`src/rtl/instr_mem_loader.sv`:
```
// Serial-frame instruction memory loader: parses a length-prefixed byte stream, writes the
// payload into instruction memory and stalls the core until a checksum-verified load completes.
`ifndef XLEN_64b
`define XLEN_64b 2'd2
`endif

module instr_mem_loader #(
    parameter logic [1:0]  XLEN      = `XLEN_64b,
    parameter logic [63:0] LOAD_BASE = 64'd0,
    parameter int unsigned TIMEOUT   = 1000,
    localparam int unsigned AW       = 1 << (int'(XLEN) + 4)
) (
    input  logic          i_clk,
    input  logic          i_rst,
    input  logic          i_start,
    input  logic [7:0]    i_rx_data,
    input  logic          i_rx_valid,
    output logic          o_rx_ready,
    output logic          o_wr_en,
    output logic [AW-1:0] o_wr_adr,
    output logic [7:0]    o_wr_data,
    output logic          o_core_hold,
    output logic          o_busy,
    output logic          o_done,
    output logic          o_err
);

    typedef enum logic [2:0] {StIdle, StHdr, StData, StChk, StDone, StErr} state_e;

    state_e      state;
    logic [20:0] byte_cnt;
    logic [20:0] last_byte;
    logic [23:0] hdr;       // header bytes 0..2; byte 3 is taken straight from i_rx_data
    logic [7:0]  csum;
    logic [31:0] idle_cnt;

    logic        accept;
    logic        timed_out;
    logic        oversize;
    logic [31:0] n_words;
    logic [63:0] load_end;

    assign o_rx_ready  = (state == StHdr) || (state == StData) || (state == StChk);
    assign o_busy      = o_rx_ready;
    assign o_done      = (state == StDone);
    assign o_err       = (state == StErr);
    assign o_core_hold = (state != StDone);

    assign accept    = i_rx_valid && o_rx_ready;
    assign timed_out = (idle_cnt >= 32'(TIMEOUT - 1));
    assign n_words   = {i_rx_data, hdr};
    assign load_end  = LOAD_BASE + {30'd0, n_words, 2'b00};
    assign oversize  = (load_end > 64'h10_0000);

    always_ff @(posedge i_clk or negedge i_rst) begin
        if (!i_rst) begin
            state     <= StIdle;
            byte_cnt  <= '0;
            last_byte <= '0;
            hdr       <= '0;
            csum      <= '0;
            idle_cnt  <= '0;
            o_wr_en   <= 1'b0;
            o_wr_adr  <= '0;
            o_wr_data <= '0;
        end else begin
            o_wr_en <= 1'b0;
            case (state)
                StIdle, StDone, StErr: begin
                    if (i_start) begin
                        state    <= StHdr;
                        byte_cnt <= '0;
                        hdr      <= '0;
                        csum     <= '0;
                        idle_cnt <= '0;
                    end
                end
                StHdr, StData, StChk: begin
                    if (accept) begin
                        idle_cnt <= '0;
                        if (state == StHdr) begin
                            hdr <= {i_rx_data, hdr[23:8]};
                            if (byte_cnt == 21'd3) begin
                                byte_cnt  <= '0;
                                last_byte <= {n_words[18:0], 2'b00} - 21'd1;
                                if (oversize) begin
                                    state <= StErr;
                                end else if (n_words == 32'd0) begin
                                    state <= StChk;
                                end else begin
                                    state <= StData;
                                end
                            end else begin
                                byte_cnt <= byte_cnt + 21'd1;
                            end
                        end else if (state == StData) begin
                            o_wr_en   <= 1'b1;
                            o_wr_adr  <= AW'(LOAD_BASE) + AW'(byte_cnt);
                            o_wr_data <= i_rx_data;
                            csum      <= csum ^ i_rx_data;
                            byte_cnt  <= byte_cnt + 21'd1;
                            if (byte_cnt == last_byte) begin
                                state <= StChk;
                            end
                        end else if (i_rx_data == csum) begin
                            state <= StDone;
                        end else begin
                            state <= StErr;
                        end
                    end else if (timed_out) begin
                        // An accepted byte in the same cycle always wins over the timeout
                        state <= StErr;
                    end else begin
                        idle_cnt <= idle_cnt + 32'd1;
                    end
                end
                default: state <= StIdle;
            endcase
        end
    end

endmodule

```
`config.mk`:
```
export PLATFORM = sky130hd
export DESIGN_NAME = instr_mem_loader
export DESIGN_NICKNAME = d
export VERILOG_FILES = /design/src/rtl/instr_mem_loader.sv
export SDC_FILE = /design/constraint.sdc
export NUM_CORES = 1
export LEC_CHECK = 0
export ABC_CLOCK_PERIOD_IN_PS = 5500
export BUFFER_PORTS_ARGS = -buffer_cell sky130_fd_sc_hd__buf_2
export CAP_MARGIN = 5
export CORE_MARGIN = 2
export CORE_UTILIZATION = 62
export DETAILED_ROUTE_END_ITERATION = 6
export PLACE_DENSITY_LB_ADDON = 0.1
export SETUP_SLACK_MARGIN = 0.05
export SYNTH_ARGS = -nofsm -noshare
export SYNTH_HDL_FRONTEND = slang
export SYNTH_SLANG_ARGS = --single-unit
```
`constraint.sdc`:
```
create_clock -name i_clk -period 5.5 [get_ports i_clk]
set_input_delay 0 -clock i_clk [delete_from_list [all_inputs] [get_ports i_clk]]
set_output_delay 0 -clock i_clk [all_outputs]
set_load 0.02 [all_outputs]
```
# Word-level counts from Yosys, hierarchy flattened
# Index checks and enable logic that the tools add are counted.
dict set report totals {
  inputBits 12
  reg_bits 139
}
dict set report op_classes {
  magnitude_cmp 2
  muxes 34
  n_eq_ne 19
  n_addsub 3
  reduce_logical 15
  n_bitwise 2
}
# operator n
set ops {}
lappend ops {{two-way mux 21 bit} 5}
lappend ops {{two-way mux 32 bit} 3}
lappend ops {{two-way mux 24 bit} 3}
lappend ops {{case mux 32 bit (2 select lines)} 1}
lappend ops {{case mux 24 bit (2 select lines)} 1}
lappend ops {{case mux 21 bit (2 select lines)} 1}
lappend ops {{greater-than comparator 34 x 21 -> 1 bit (second input constant)} 1}
lappend ops {{adder 32 x 1 -> 32 bit (second input constant)} 1}
lappend ops {{>= comparator 32 x 10 -> 1 bit (second input constant)} 1}
lappend ops {{zero test 32 bit} 1}
lappend ops {{two-way mux 8 bit} 4}
lappend ops {{two-way mux 3 bit} 8}
lappend ops {{adder 21 x 1 -> 21 bit (second input constant)} 1}
lappend ops {{== test 21 x 2 -> 1 bit (second input constant)} 1}
lappend ops {{== test 21 bit} 1}
lappend ops {{subtractor 21 x 1 -> 21 bit (second input constant)} 1}
lappend ops {{AND reduction 4 bit} 5}
lappend ops {{case mux 8 bit (2 select lines)} 1}
lappend ops {{!= test 3 bit (second input constant)} 4}
lappend ops {{!= test 2 bit (second input constant)} 5}
lappend ops {{== test 8 bit} 1}
lappend ops {{XOR 8 bit} 1}
lappend ops {{== test 3 x 2 -> 1 bit (second input constant)} 2}
lappend ops {{== test 3 bit (second input constant)} 2}
lappend ops {{other kinds (13)} 20}

# Longest topological paths before layout
dict set report depth {
  ltp_word 7
  ltp_mapped 9
}

# Worst setup path before layout
# Ideal clock, no wire load.
dict set report synth_path {
  path_type {register -> register}
  from {register hdr[11]}
  to {register state[0]}
  slack_ps 3172
  required_ps 5375
  t_arrival_ps 2203
  setup_ps 125
  path_stages_with_launch 7
  path_cell_list {dfrtp_1 or4_4 or3_4 nor4_4 mux2i_1 o32a_1 mux2_2}
}
dict set report synth_between {
  elab_chain_len 7
}
# element line
set synth_lines {}
lappend synth_lines {{from (decl)} 33} ;# logic [23:0] hdr;
lappend synth_lines {{from (signal assigned)} 82} ;# hdr <= {i_rx_data, hdr[23:8]};
lappend synth_lines {{branches (longest 2 deep; another with greater-than comparator 34 x 21 -> 1 bit)} --}
lappend synth_lines {{two-way mux 3 bit (*)} 86} ;# if (oversize) begin
lappend synth_lines {{two-way mux 3 bit (*)} 83} ;# if (byte_cnt == 21'd3) begin
lappend synth_lines {{two-way mux 3 bit (*)} 81} ;# if (state == StHdr) begin
lappend synth_lines {{two-way mux 3 bit (*)} 79} ;# if (accept) begin
lappend synth_lines {{case mux 3 bit (2 select lines) (*)} 68} ;# case (state)
lappend synth_lines {{to (signal assigned)} 71} ;# state <= StHdr;
lappend synth_lines {{to (signal assigned)} 87} ;# state <= StErr;
lappend synth_lines {{to (signal assigned)} 89} ;# state <= StChk;
lappend synth_lines {{to (decl)} 30} ;# state_e state;
# Mark *: on every way between the ends. The select of a mux whose other input is x is not followed.
# A chain may end at the register's enable or synchronous reset.

# Worst setup path in the final report
dict set report layout_path {
  from {register state[1]}
  to {register csum[3]}
}
dict set report layout_between {
  elab_chain_len 6
}
# element line
set layout_lines {}
lappend layout_lines {{from (signal assigned)} 57} ;# state <= StIdle;
lappend layout_lines {{from (signal assigned)} 71}
lappend layout_lines {{from (signal assigned)} 87}
lappend layout_lines {{== test 3 x 1 -> 1 bit / == test 3 x 2 -> 1 bit (equally long branches)} --}
lappend layout_lines {{logical OR 1 bit (2 in series)} 43} ;# assign o_rx_ready = (state == StHdr) || (state == StData) || (state == StChk);
lappend layout_lines {{logical AND 1 bit} 49} ;# assign accept = i_rx_valid && o_rx_ready;
lappend layout_lines {{!= test 2 bit (no source line)} --}
lappend layout_lines {{AND reduction 5 bit (no source line)} --}
lappend layout_lines {{to (signal assigned)} 100} ;# csum <= csum ^ i_rx_data;
lappend layout_lines {{to (decl)} 34} ;# logic [7:0] csum;
# Several ways; a longest one is shown, not always the timed one.

==> impl_metrics.toml <==
[outcome]
status = "completed"

[sta]
slew_violations = 0
max_slew_margin_pct = 26.6
skew_ns = 0.00738
finalCritPeriodShare_pct = 63.2
hold_viol = 0
max_freq_mhz = 288
setup_tns_ns = 0
setup_ws_ns = 2.02
rsz0062_at_grt = "no"
finalSetupViolations = 0
tightest_slew_ns = 1.10
period_needed_ns = 3.48

[floorplanning]
num_io_pins = 90
die_w_um = 109
dieArea_um2 = 11800
start_util_pct = 63.0
fp-row-count = 38
die_h_um = 109
core_um2 = 10700

[grt]
grt_pass1_wl_mm = 23.4
grt_max_degree = 76
grtUsageTotal_pct = 25.9
grt_pass1_vias = 4819
antenna_found_initial = 0
globalRoute.totalOverflow = 0

[synth]
synthSimpleGateAreaFrac_pct = 23.6
synthTopCellsByCount = "nand2_1 (161), dfrtp_1 (138), nor2_1 (71)"
synth_cell_types = 52
synth_top_cells_by_area = "dfrtp_1 (51%), nand2_1 (8.9%), buf_4 (4.9%)"
synth_fa_ha_area_share_pct = 0.739
yosysTopAreaCellShare_pct = 51.0
synth_area_um2 = 6770
synth-seq-cells = 138
yosysSeqAreaShare_pct = 51.0
yosysTopAreaCell = "dfrtp_1"
synth_mux_area_share_pct = 0.924
yosysMostFrequentCell = "nand2_1"
synth_xor_area_share_pct = 7.50
postSynth.asyncResetShare_pct = 100
synth_edf_count = 0
synth-compound-area-share_pct = 8.39
synth_top_family_by_area = "simple AND/OR/NAND/NOR gates"
postSynthCellCount = 748
ys.flop_type = "dfrtp_1"
yosys_warnings = 0
syn_avg_cell_area_um2 = 9.05

[clock_network]
clock_latency_ns = 0.53
cts_tree = "yes"
post_cts_resized = 0
numCtsBuffers = 17
cts_sinks = 138
htree_levels = 4
clk_path_buf_depth = 2
root_buffer = "clkbuf_8"
cts.clk_slew.worst_paths_ns = 0.06

[power_and_ir_drop]
power_mw = 3.76
ir_worst_vdd_mv = 0.274
leakage_nw = 3.74
p_per_area_nw_per_um2 = 498

[min_path]
hold_path_class = "primary input to asynchronous set/reset pin"

[route]
wl_per_cell_um = 14.9
firstDrtPassIters = 5
viasPerCell = 5.45
drt_iter0_drc = 381
vias = 5132
ant_nets = 0
drc_errors = 0
finalWirelength_mm = 14.0

[layout]
ff_latch_area_um2 = 3450
drive_gt1_share_pct = 10.7
syn_to_final_growth_pct = 11.4
nFillCells = 824
diodes = 0
multi_input_area_um2 = 2950
layout.nets = 805

[place]
portBuffers = 46
place_ws_ns = 2.03
dp_hpwl_mm = 9.46
place_congestion = 0.838

[setup_path]
cp.arrival_ns = 3.91
worstSetupPathType = "register to register"
worstPathRequired_ns = 5.93
critPathLaunchType = "register"
path_max_fanout = 28
end_kind = "register"

[run]
drv_cap = 0
-- metrics by stage --
| stage | hold slack (ns) | std cells | util (%) | area (um^2) |
|---|---|---|---|---|
| after global routing | 0.189 | 942 | 70.2 | 7550 |
| after detailed placement | 0.132 | 899 | 64.2 | 6900 |
| after global placement | 0.119 | 899 | 64.2 | 6900 |
| after floorplan | -0.296 | 790 | - | 6930 |
| final | 0.0905 | 942 | 70.2 | 7550 |
| after CTS | 0.114 | 942 | 70.2 | 7550 |
-- logic make-up after synthesis --
family | count (synthesis)
fa+ha+maj | 4
mux | 6
flops | 138
buf+inv | 96
compound gates | 98
simple gates | 347
other cells | 1
xor+xnor | 58
-- layout by cell type, fill, tap and decap left out, drive strengths merged, types with 5 or more instances in the layout --
cell / count
a21oi: 24
a31oi: 5
and2: 22
buf: 50
clkbuf: 25
clkinv: 6
conb: 43
dfrtp: 138
dlygate4sd3: 11
inv: 14
nand2: 161
nand3: 18
nand4: 13
nor2: 71
nor3: 10
nor4: 18
o21ai: 46
o31ai: 9
or3: 8
or4: 6
xnor2: 35
xor2: 23
-- per-layer routing --
layer  routed length, um  track usage [%]  part of all wire, %
met4                 316             11.5                  2.2
met3                 765             5.36                  5.4
met2                6910             41.4                   49
met5                   0                0                    0
met1                6050             34.2                   43
-- critical path: stages (launching register included) --
cell	delay, ns
dfrtp_1	0.48
o21ai_1	0.87
clkinv_1	0.96
a22o_1	0.58
nand2b_1	0.26
o21ai_0	0.14
o31ai_1	0.08
-- final cells by class --
type | count | share of cell area, %
multi-input cells | 556 | 39.1
clock inverters | 7 | 0.879
clock buffers | 25 | 6.28
inverters | 15 | 0.746
well taps | 140 | 2.32
repair buffers | 61 | 4.94
flip-flops and latches | 138 | 45.8
-- repair_timing --
| item | 4_1_cts | 5_1_grt |
|---|---|---|
| hold buffers | 11 | 0 |
| buffers inserted | 0 | 0 |
| endpoints found under the hold margin | 92 | 0 |
-- state kept, by name, summed over array words and instances (netlist names) --
name       flops
byte_cnt      21
csum           8
hdr           24
idle_cnt      32
last_byte     20
o_wr_adr      21
o_wr_data      8
o_wr_en        1
state          3
-- power by group --
| group | total [mW] | internal (mW) | leakage, nW | switching (mW) |
|---|---|---|---|---|
| Sequential | 1.40 | 1.20 | 1.88 | 0.198 |
| Combinational | 1.32 | 0.482 | 1.59 | 0.835 |
| Clock | 1.04 | 0.633 | 0.266 | 0.409 |
-- worst paths after layout --
path / cells after the start / slack [ns] / to / from
max: 6 / 2.02 / csum[3] / state[1]
min: 2 / 0.09 / o_wr_adr[10] / i_rst
max reg2reg: 6 / 2.02 / csum[3] / state[1]
min reg2reg: 2 / 0.47 / o_wr_adr[5] / o_wr_adr[5]
max in group asynchronous: 3 / 3.99 / idle_cnt[10] / i_rst
min in group i_clk: 4 / 0.31 / o_wr_data[0] / i_rx_data[0]
Note: power is estimated with default switching activity, not from simulation.
